`src/rtl/btn_typematic.sv`:
```
// btn_typematic: N-channel push-button conditioner.
//   Each channel: 2-FF synchroniser -> debounce -> press/release edge pulses
//   -> typematic FSM (move on press, again after a delay, then periodically).
// Optional feature macro: BTN_TYPEMATIC_ACCEL_EN
//   When defined, the repeat period halves once ACCEL_AFTER repeat pulses
//   have been issued since the press.
// Ports:
//   clk_in       in   system clock
//   rst_n_in     in   synchronous reset, active low
//   btn_in       in   [NUM_CH] raw asynchronous buttons, 1 = pressed
//   mask_in      in   [NUM_CH] 1 = channel enabled for events
//   held_out     out  [NUM_CH] debounced level
//   press_out    out  [NUM_CH] 1-cycle pulse on debounced rising edge
//   release_out  out  [NUM_CH] 1-cycle pulse on debounced falling edge
//   move_out     out  [NUM_CH] 1-cycle typematic pulse
module btn_typematic #(
  parameter int unsigned NUM_CH             = 5,
  parameter int unsigned LOG_DEBOUNCE_COUNT = 20,
  parameter int unsigned LOG_DELAY_COUNT    = 25,
  parameter int unsigned LOG_REPEAT_COUNT   = 22,
  parameter int unsigned ACCEL_AFTER        = 8
) (
  input  logic              clk_in,
  input  logic              rst_n_in,
  input  logic [NUM_CH-1:0] btn_in,
  input  logic [NUM_CH-1:0] mask_in,
  output logic [NUM_CH-1:0] held_out,
  output logic [NUM_CH-1:0] press_out,
  output logic [NUM_CH-1:0] release_out,
  output logic [NUM_CH-1:0] move_out
);

  localparam int unsigned DW = LOG_DEBOUNCE_COUNT;
  localparam int unsigned TW = (LOG_DELAY_COUNT > LOG_REPEAT_COUNT) ?
                               LOG_DELAY_COUNT : LOG_REPEAT_COUNT;

  localparam logic [DW-1:0] DB_LAST     = '1;
  localparam logic [TW-1:0] DELAY_LAST  = TW'({LOG_DELAY_COUNT{1'b1}});
  localparam logic [TW-1:0] REPEAT_LAST = TW'({LOG_REPEAT_COUNT{1'b1}});

  // Elaboration-time sanity checks on the configuration.
  if (LOG_REPEAT_COUNT < 2) begin : g_bad_repeat
    $error("btn_typematic: LOG_REPEAT_COUNT must be >= 2");
  end
  if (ACCEL_AFTER < 1) begin : g_bad_accel
    $error("btn_typematic: ACCEL_AFTER must be >= 1");
  end

`ifdef BTN_TYPEMATIC_ACCEL_EN
  localparam int unsigned   AW        = $clog2(ACCEL_AFTER + 1);
  localparam logic [AW-1:0] ACCEL_LIM = AW'(ACCEL_AFTER);
  localparam logic [TW-1:0] FAST_LAST = TW'({(LOG_REPEAT_COUNT - 1){1'b1}});
`endif

  typedef enum logic [1:0] {
    ST_IDLE   = 2'd0,
    ST_DELAY  = 2'd1,
    ST_REPEAT = 2'd2
  } state_t;

  logic [NUM_CH-1:0] sync_a;
  logic [NUM_CH-1:0] sync_b;
  logic [NUM_CH-1:0] cand;
  logic [DW-1:0]     db_cnt [NUM_CH];
  logic [NUM_CH-1:0] held_nxt;
  logic [NUM_CH-1:0] rise;
  logic [NUM_CH-1:0] fall;

  state_t            state     [NUM_CH];
  state_t            state_nxt [NUM_CH];
  logic [TW-1:0]     timer     [NUM_CH];
  logic [TW-1:0]     timer_nxt [NUM_CH];
  logic [TW-1:0]     rep_last;
  logic [NUM_CH-1:0] press_nxt;
  logic [NUM_CH-1:0] release_nxt;
  logic [NUM_CH-1:0] move_nxt;

`ifdef BTN_TYPEMATIC_ACCEL_EN
  logic [AW-1:0]     rep_cnt     [NUM_CH];
  logic [AW-1:0]     rep_cnt_nxt [NUM_CH];
`endif

  // Synchroniser, debounce candidate/counter and debounced level.
  always_ff @(posedge clk_in) begin
    if (!rst_n_in) begin
      sync_a   <= '0;
      sync_b   <= '0;
      cand     <= '0;
      held_out <= '0;
      for (int unsigned i = 0; i < NUM_CH; i++) begin
        db_cnt[i] <= '0;
      end
    end else begin
      sync_a   <= btn_in;
      sync_b   <= sync_a;
      held_out <= held_nxt;
      for (int unsigned i = 0; i < NUM_CH; i++) begin
        if (sync_b[i] != cand[i]) begin
          cand[i]   <= sync_b[i];
          db_cnt[i] <= '0;
        end else if (db_cnt[i] != DB_LAST) begin
          db_cnt[i] <= db_cnt[i] + DW'(1);
        end
      end
    end
  end

  // Level is accepted once the candidate has been stable for the full window.
  always_comb begin
    held_nxt = held_out;
    for (int unsigned i = 0; i < NUM_CH; i++) begin
      if (db_cnt[i] == DB_LAST) begin
        held_nxt[i] = cand[i];
      end
    end
  end

  // Edges are taken from the next level so pulses align with held_out.
  assign rise = held_nxt & ~held_out;
  assign fall = ~held_nxt & held_out;

  // Typematic FSM next-state and output decode, one instance per channel.
  always_comb begin
    press_nxt   = rise & mask_in;
    release_nxt = fall & mask_in;
    move_nxt    = '0;
    rep_last    = REPEAT_LAST;
    for (int unsigned i = 0; i < NUM_CH; i++) begin
      state_nxt[i] = state[i];
      timer_nxt[i] = timer[i];
`ifdef BTN_TYPEMATIC_ACCEL_EN
      rep_cnt_nxt[i] = rep_cnt[i];
      rep_last = (rep_cnt[i] == ACCEL_LIM) ? FAST_LAST : REPEAT_LAST;
`else
      rep_last = REPEAT_LAST;
`endif
      // Masked channels and releases always return to IDLE with no move.
      if (!mask_in[i] || fall[i]) begin
        state_nxt[i] = ST_IDLE;
        timer_nxt[i] = '0;
`ifdef BTN_TYPEMATIC_ACCEL_EN
        rep_cnt_nxt[i] = '0;
`endif
      end else begin
        case (state[i])
          ST_IDLE: begin
`ifdef BTN_TYPEMATIC_ACCEL_EN
            rep_cnt_nxt[i] = '0;
`endif
            if (rise[i]) begin
              move_nxt[i]  = 1'b1;
              timer_nxt[i] = '0;
              state_nxt[i] = ST_DELAY;
            end
          end
          ST_DELAY: begin
            if (timer[i] == DELAY_LAST) begin
              move_nxt[i]  = 1'b1;
              timer_nxt[i] = '0;
              state_nxt[i] = ST_REPEAT;
`ifdef BTN_TYPEMATIC_ACCEL_EN
              if (rep_cnt[i] != ACCEL_LIM) rep_cnt_nxt[i] = rep_cnt[i] + AW'(1);
`endif
            end else begin
              timer_nxt[i] = timer[i] + TW'(1);
            end
          end
          ST_REPEAT: begin
            if (timer[i] == rep_last) begin
              move_nxt[i]  = 1'b1;
              timer_nxt[i] = '0;
`ifdef BTN_TYPEMATIC_ACCEL_EN
              if (rep_cnt[i] != ACCEL_LIM) rep_cnt_nxt[i] = rep_cnt[i] + AW'(1);
`endif
            end else begin
              timer_nxt[i] = timer[i] + TW'(1);
            end
          end
          default: begin
            state_nxt[i] = ST_IDLE;
            timer_nxt[i] = '0;
          end
        endcase
      end
    end
  end

  // FSM state, timers and registered event outputs.
  always_ff @(posedge clk_in) begin
    if (!rst_n_in) begin
      press_out   <= '0;
      release_out <= '0;
      move_out    <= '0;
      for (int unsigned i = 0; i < NUM_CH; i++) begin
        state[i] <= ST_IDLE;
        timer[i] <= '0;
`ifdef BTN_TYPEMATIC_ACCEL_EN
        rep_cnt[i] <= '0;
`endif
      end
    end else begin
      press_out   <= press_nxt;
      release_out <= release_nxt;
      move_out    <= move_nxt;
      for (int unsigned i = 0; i < NUM_CH; i++) begin
        state[i] <= state_nxt[i];
        timer[i] <= timer_nxt[i];
`ifdef BTN_TYPEMATIC_ACCEL_EN
        rep_cnt[i] <= rep_cnt_nxt[i];
`endif
      end
    end
  end

endmodule

```
`config.mk`:
```
export PLATFORM = sky130hd
export DESIGN_NAME = btn_typematic
export DESIGN_NICKNAME = d
export VERILOG_FILES = /design/src/rtl/btn_typematic.sv
export SDC_FILE = /design/constraint.sdc
export NUM_CORES = 1
export LEC_CHECK = 0
export CAP_MARGIN = 20
export CORE_MARGIN = 2
export CORE_UTILIZATION = 50
export DETAILED_ROUTE_END_ITERATION = 6
export PLACE_DENSITY = 0.66
export REMOVE_ABC_BUFFERS = 1
export SYNTH_ARGS = -nofsm -noshare
export SYNTH_HDL_FRONTEND = slang
export SYNTH_SLANG_ARGS = --single-unit
```
`constraint.sdc`:
```
create_clock -name clk_in -period 2.8 [get_ports clk_in]
set_clock_uncertainty 0.15 [all_clocks]
set_input_delay 0.56 -clock clk_in [delete_from_list [all_inputs] [get_ports clk_in]]
set_output_delay 0.56 -clock clk_in [all_outputs]
set_load 0.03 [all_outputs]
```
# Yosys cells after proc, flatten, opt, wreduce, memory -nomap -nowiden

Memories as Yosys holds them, arrays and structs flattened.
Index checks and enable logic that the tools add are counted.

Input bits: 12
Register bits: 35
Output and inout bits: 20
Memories kept: 3
Word-level logic and storage cells: 237
Memory bits (writable): 235

Memory list:

| name   | words | bits a word | read ports | clocked after Yosys merged registers in | write ports | RTL line | RTL |
|---|---|---|---|---|---|---|---|
| timer  | 5     | 25          | 5          | 0                                       | 5           | 71       | `logic [TW-1:0] timer [NUM_CH];` |
| db_cnt | 5     | 20          | 5          | 0                                       | 5           | 64       | `logic [DW-1:0] db_cnt [NUM_CH];` |
| state  | 5     | 2           | 5          | 0                                       | 5           | 69       | `state_t state [NUM_CH];` |

Muxes and demuxes: 127
Bitwise logic cells: 27
Equal/unequal tests: 35
Reductions and logical operators: 20
$add $sub $neg: 10

Operator list:

| cell                                                   | count |
|---|---|
| 2-to-1 mux 25 bit                                      | 25 |
| one-hot mux 25 bit (3 select lines)                    | 5 |
| 2-to-1 mux 20 bit                                      | 10 |
| adder 25 x 1 -> 25 bit (second input constant)         | 5 |
| equality test 25 x 22 -> 1 bit (second input constant) | 5 |
| equality test 25 bit (second input constant)           | 5 |
| adder 20 x 1 -> 20 bit (second input constant)         | 5 |
| equality test 20 bit (second input constant)           | 5 |
| != test 20 bit (second input constant)                 | 5 |
| 2-to-1 mux 1 bit                                       | 57 |
| 2-to-1 mux 2 bit                                       | 20 |
| one-hot mux 2 bit (3 select lines)                     | 5 |
| bitwise AND 5 bit                                      | 4 |
| bitwise OR 1 bit                                       | 20 |
| one-hot mux 1 bit (3 select lines)                     | 5 |
| equality test 2 x 1 -> 1 bit (second input constant)   | 5 |
| equality test 2 bit (second input constant)            | 5 |
| zero test 2 bit                                        | 5 |
| NOT 5 bit                                              | 2 |
| OR reduction 2 bit                                     | 5 |
| zero test 1 bit                                        | 5 |
| logical OR 1 bit                                       | 5 |
| != test 1 bit                                          | 5 |
| NOT 1 bit                                              | 1 |

# Depth between registers and ports, before layout

An unclocked memory read counts as a cell.

Word-level depth: 8
Gate-level depth with buffers: 9
Mapped depth without buffers: 8

# Worst setup path after synthesis

OpenSTA, ideal clock, no wires.

Path type: flip-flop to flip-flop
Start: memory db_cnt[2][0] (netlist name)
End: memory db_cnt[2][0] (netlist name), enable pin
Period minus slack after synthesis: 2524 ps
Setup time: 498 ps
Cell stages (with the launch flop): 5
Required time: 2152 ps
Path slack: 276 ps
Data arrival time: 1876 ps
Cells stage by stage: edfxtp_1 > ha_1 > nand4_1 > nor3_1 > nand4_1

RTL lines:

| what               | RTL line |
|---|---|
| start: declaration | 64 |

==> impl_metrics.py <==
metrics = {
    "clock_network": {
        "cts_buffers": 30,
        "cts_tree": "built",
        "insertion_delay_ns": 0.55,
        "clk_pin_slew_ns": 0.06,
        "cts-root-buf": "clkbuf_16",
        "cts.sinks": 270,
        "clock_tree.buffer_depth": 3,
        "h-tree-depth": 1,
        "post_cts_buffers": 0,
        "hold_buffers": 0,
        "ctsResizeCount": 0,
    },
    "synth": {
        "syn_area_per_cell_um2": 8.89,
        "ys.flop_type": "dfxtp_1",
        "ys_ff_latch": 270,
        "synth-edff-count": 100,
        "netlist_area_um2": 14200,
        "ys_warn_count": 0,
        "async_flop_share_pct": 0,
        "yosys.cell_types.count": 74,
        "postSynthCellCount": 1596,
        "synth_seq_area_share_pct": 45.1,
    },
    "drt": {
        "vias": 11993,
        "ant_nets": 0,
        "wl_um": 30800,
        "avgViaCountPerCell": 5.76,
        "firstDrtPassIters": 5,
        "wire_per_inst_um": 14.8,
        "first_iter_violations": 798,
        "drc_errors": 0,
    },
    "sta": {
        "setup_viol": 0,
        "fin_crit_sh_pct": 93.5,
        "rsz0062_at_grt": "no",
        "fmax_ghz": 0.382,
        "max_slew_margin_pct": 34.7,
        "fin_tns_setup_ns": 0,
        "period_minus_slack_ns": 2.62,
        "worstMarginPinSlew_ns": 0.976,
        "whs_ns": 0.286,
        "slew_viol_final": 0,
        "final_hold_viol_count": 0,
    },
    "worst_setup_path": {
        "crit_slowest_cell": "or4_1",
        "crit_family": "simple AND/OR/NAND/NOR gates",
        "r2r.worst_path.cells": 6,
        "critical_path_depth": 6,
        "path_cells": "nand4_1, or4_1, o31a_1, o211a_1, nand2_2, o311ai_0",
        "end_kind": "flip-flop",
        "critPathArrivalTime_ns": 2.88,
        "cp-start-kind": "flip-flop",
        "crit_path_max_fanout": 19,
        "worstPathRequired_ns": 3.06,
        "worst_r2r_endpoint": "timer[0][28]",
        "worstSetupPathType": "flip-flop to flip-flop",
        "slowest_delay_ns": 0.63,
        "reg2reg_slack_ns": 0.18,
        "cp_num_buf_inv": 0,
        "worst_r2r_startpoint": "timer[0][41]",
    },
    "pwr": {
        "p_sw_share_pct": 20.9,
        "ir_drop_mv": 0.461,
        "switchingPower_uw": 1760,
        "seqPwrFrac_pct": 48.5,
        "power_uw": 8440,
        "p_leak_uw": 0.00568,
        "p_clk_share_pct": 49.1,
        "p_int_uw": 6680,
        "power_density_nw_per_um2": 513,
        "combPwrFrac_pct": 2.4,
    },
    "hold_path": {
        "whs_path_depth": 1,
        "min_path_type": "flip-flop to flip-flop",
        "whs_endpoint": "sync_b[4]",
        "min-delay-start": "sync_a[4]",
    },
    "layout": {
        "areaGrowthSynthToFinish_pct": 15.9,
        "layout-drive-gt1-share_pct": 8.80,
        "reg_top3": "timer x125, db_cnt x100, state x10",
        "final_area_um2": 16500,
        "num-fill-cells": 2436,
        "fin_util_pct": 59.1,
        "diodes": 0,
        "largest_register_ffs": 125,
        "regMostFlops": "timer",
        "num-nets-final": 1723,
        "layout_common_cells": "185 x nand2_1, 170 x dfxtp_1, 165 x nor2_1",
        "final_common_cell": "nand2_1",
    },
    "global_route": {
        "grt_usage_pct": 20.9,
        "grt_pass1_wl_um": 52400,
        "grt_max_degree": 28,
        "grt_pass1_vias": 11008,
        "grt-ovfl-total": 0,
        "antenna_found_initial": 1,
    },
    "die": {
        "start_util_pct": 51.0,
        "core_area_um2": 27900,
        "die_w_um": 172,
        "ios": 32,
        "rows": 61,
        "die_y_um": 172,
        "die_area_um2": 29800,
    },
    "outcome": {
        "outcome": "finished, final reports clean",
    },
    "place": {
        "port_buffers": 31,
        "dp_hpwl_um": 21000,
        "place_congestion": 0.824,
        "dpl_cell_area_um2": 15400,
    },
    "flow_run": {
        "maxCapViolCount": 0,
    },
}
stage by stage:
step / setup slack (ns) / std cells
finish: 0.181 / 2083
global route: 0.0386 / 2083
CTS: 0.102 / 2083
detailed placement: -0.199 / 2027
global placement: -0.152 / 2027
floorplan: -0.159 / 1540
worst register-to-register path, stage by stage (launching register included):
cell and delay, ns:
dfxtp_1 0.41, nand4_1 0.18, or4_1 0.63, o31a_1 0.36, o211a_1 0.25, nand2_2 0.32
o311ai_0 0.19
power by group through the flow:
| stage | sequential, uW | clock [uW] | combinational, uW |
|---|---|---|---|
| 2_1_floorplan | 4170 | 0 | 103 |
| 6_report | 4090 | 4150 | 206 |
| 3_3_place_gp | 4170 | 0 | 203 |
| 5_1_grt | 4090 | 4400 | 229 |
| 3_5_place_dp | 4180 | 0 | 204 |
| 4_1_cts | 4090 | 4240 | 207 |
synthesized netlist by cell type (all sizes together), types with 30 or more instances:
| master | n | area [um2] |
|---|---|---|
| and2 | 42 | 263 |
| clkbuf | 45 | 169 |
| and3 | 45 | 282 |
| inv | 49 | 184 |
| edfxtp | 100 | 3000 |
| dfxtp | 170 | 3400 |
| a21oi | 49 | 245 |
| xnor2 | 39 | 342 |
| nor3 | 46 | 241 |
| nand3 | 131 | 656 |
| ha | 30 | 375 |
| o21ai | 43 | 215 |
| nand4 | 76 | 482 |
| xor2 | 56 | 490 |
| nand2 | 186 | 701 |
| nor2 | 166 | 626 |
worst max path at each step:
stage	start	end	slack, ns
after floorplan	db_cnt[1][0]	timer[0][48]	-0.16
after global placement	rst_n_in	timer[0][79]	-0.15
after detailed placement	rst_n_in	timer[0][78]	-0.20
after CTS	db_cnt[2][0]	timer[0][57]	0.10
after global routing	timer[0][41]	timer[0][35]	0.04
final	timer[0][41]	timer[0][28]	0.18
layout make-up:
type	count	area [um2]	share of cell area, %
Clock inverter	20	234	1.42
Tap cell	378	473	2.87
Timing Repair Buffer	109	971	5.90
Inverter	49	184	1.12
Clock buffer	36	815	4.95
Sequential cell	270	6410	38.9
Multi-Input combinational cell	1221	7370	44.8
cell families (layout without fill, tap and decap cells):
family | Yosys count | in the layout | share of synthesized area [%]
AO/OA/AOI/OAI | 267 | 267 | 13.2
XOR/XNOR | 95 | 95 | 5.86
adder cells (fa/ha/maj) | 30 | 30 | 2.64
buffers and inverters | 105 | 214 | 2.94
flip-flops | 270 | 270 | 45.1
multiplexers | 5 | 5 | 0.353
AND/OR/NAND/NOR | 824 | 824 | 29.9
routing by layer:
layer | share of wire, % | routed length [um] | vias up | GRT usage [%]
li1 | - | - | 6089 | -
met2 | 44 | 13600 | 213 | 33.4
met5 | 0.042 | 13 | - | 0
met4 | 2.1 | 644 | 2 | 5.08
met3 | 3.7 | 1130 | 41 | 2.61
met1 | 50 | 15400 | 5648 | 30.1
Note: power is estimated with default switching activity, not from simulation.
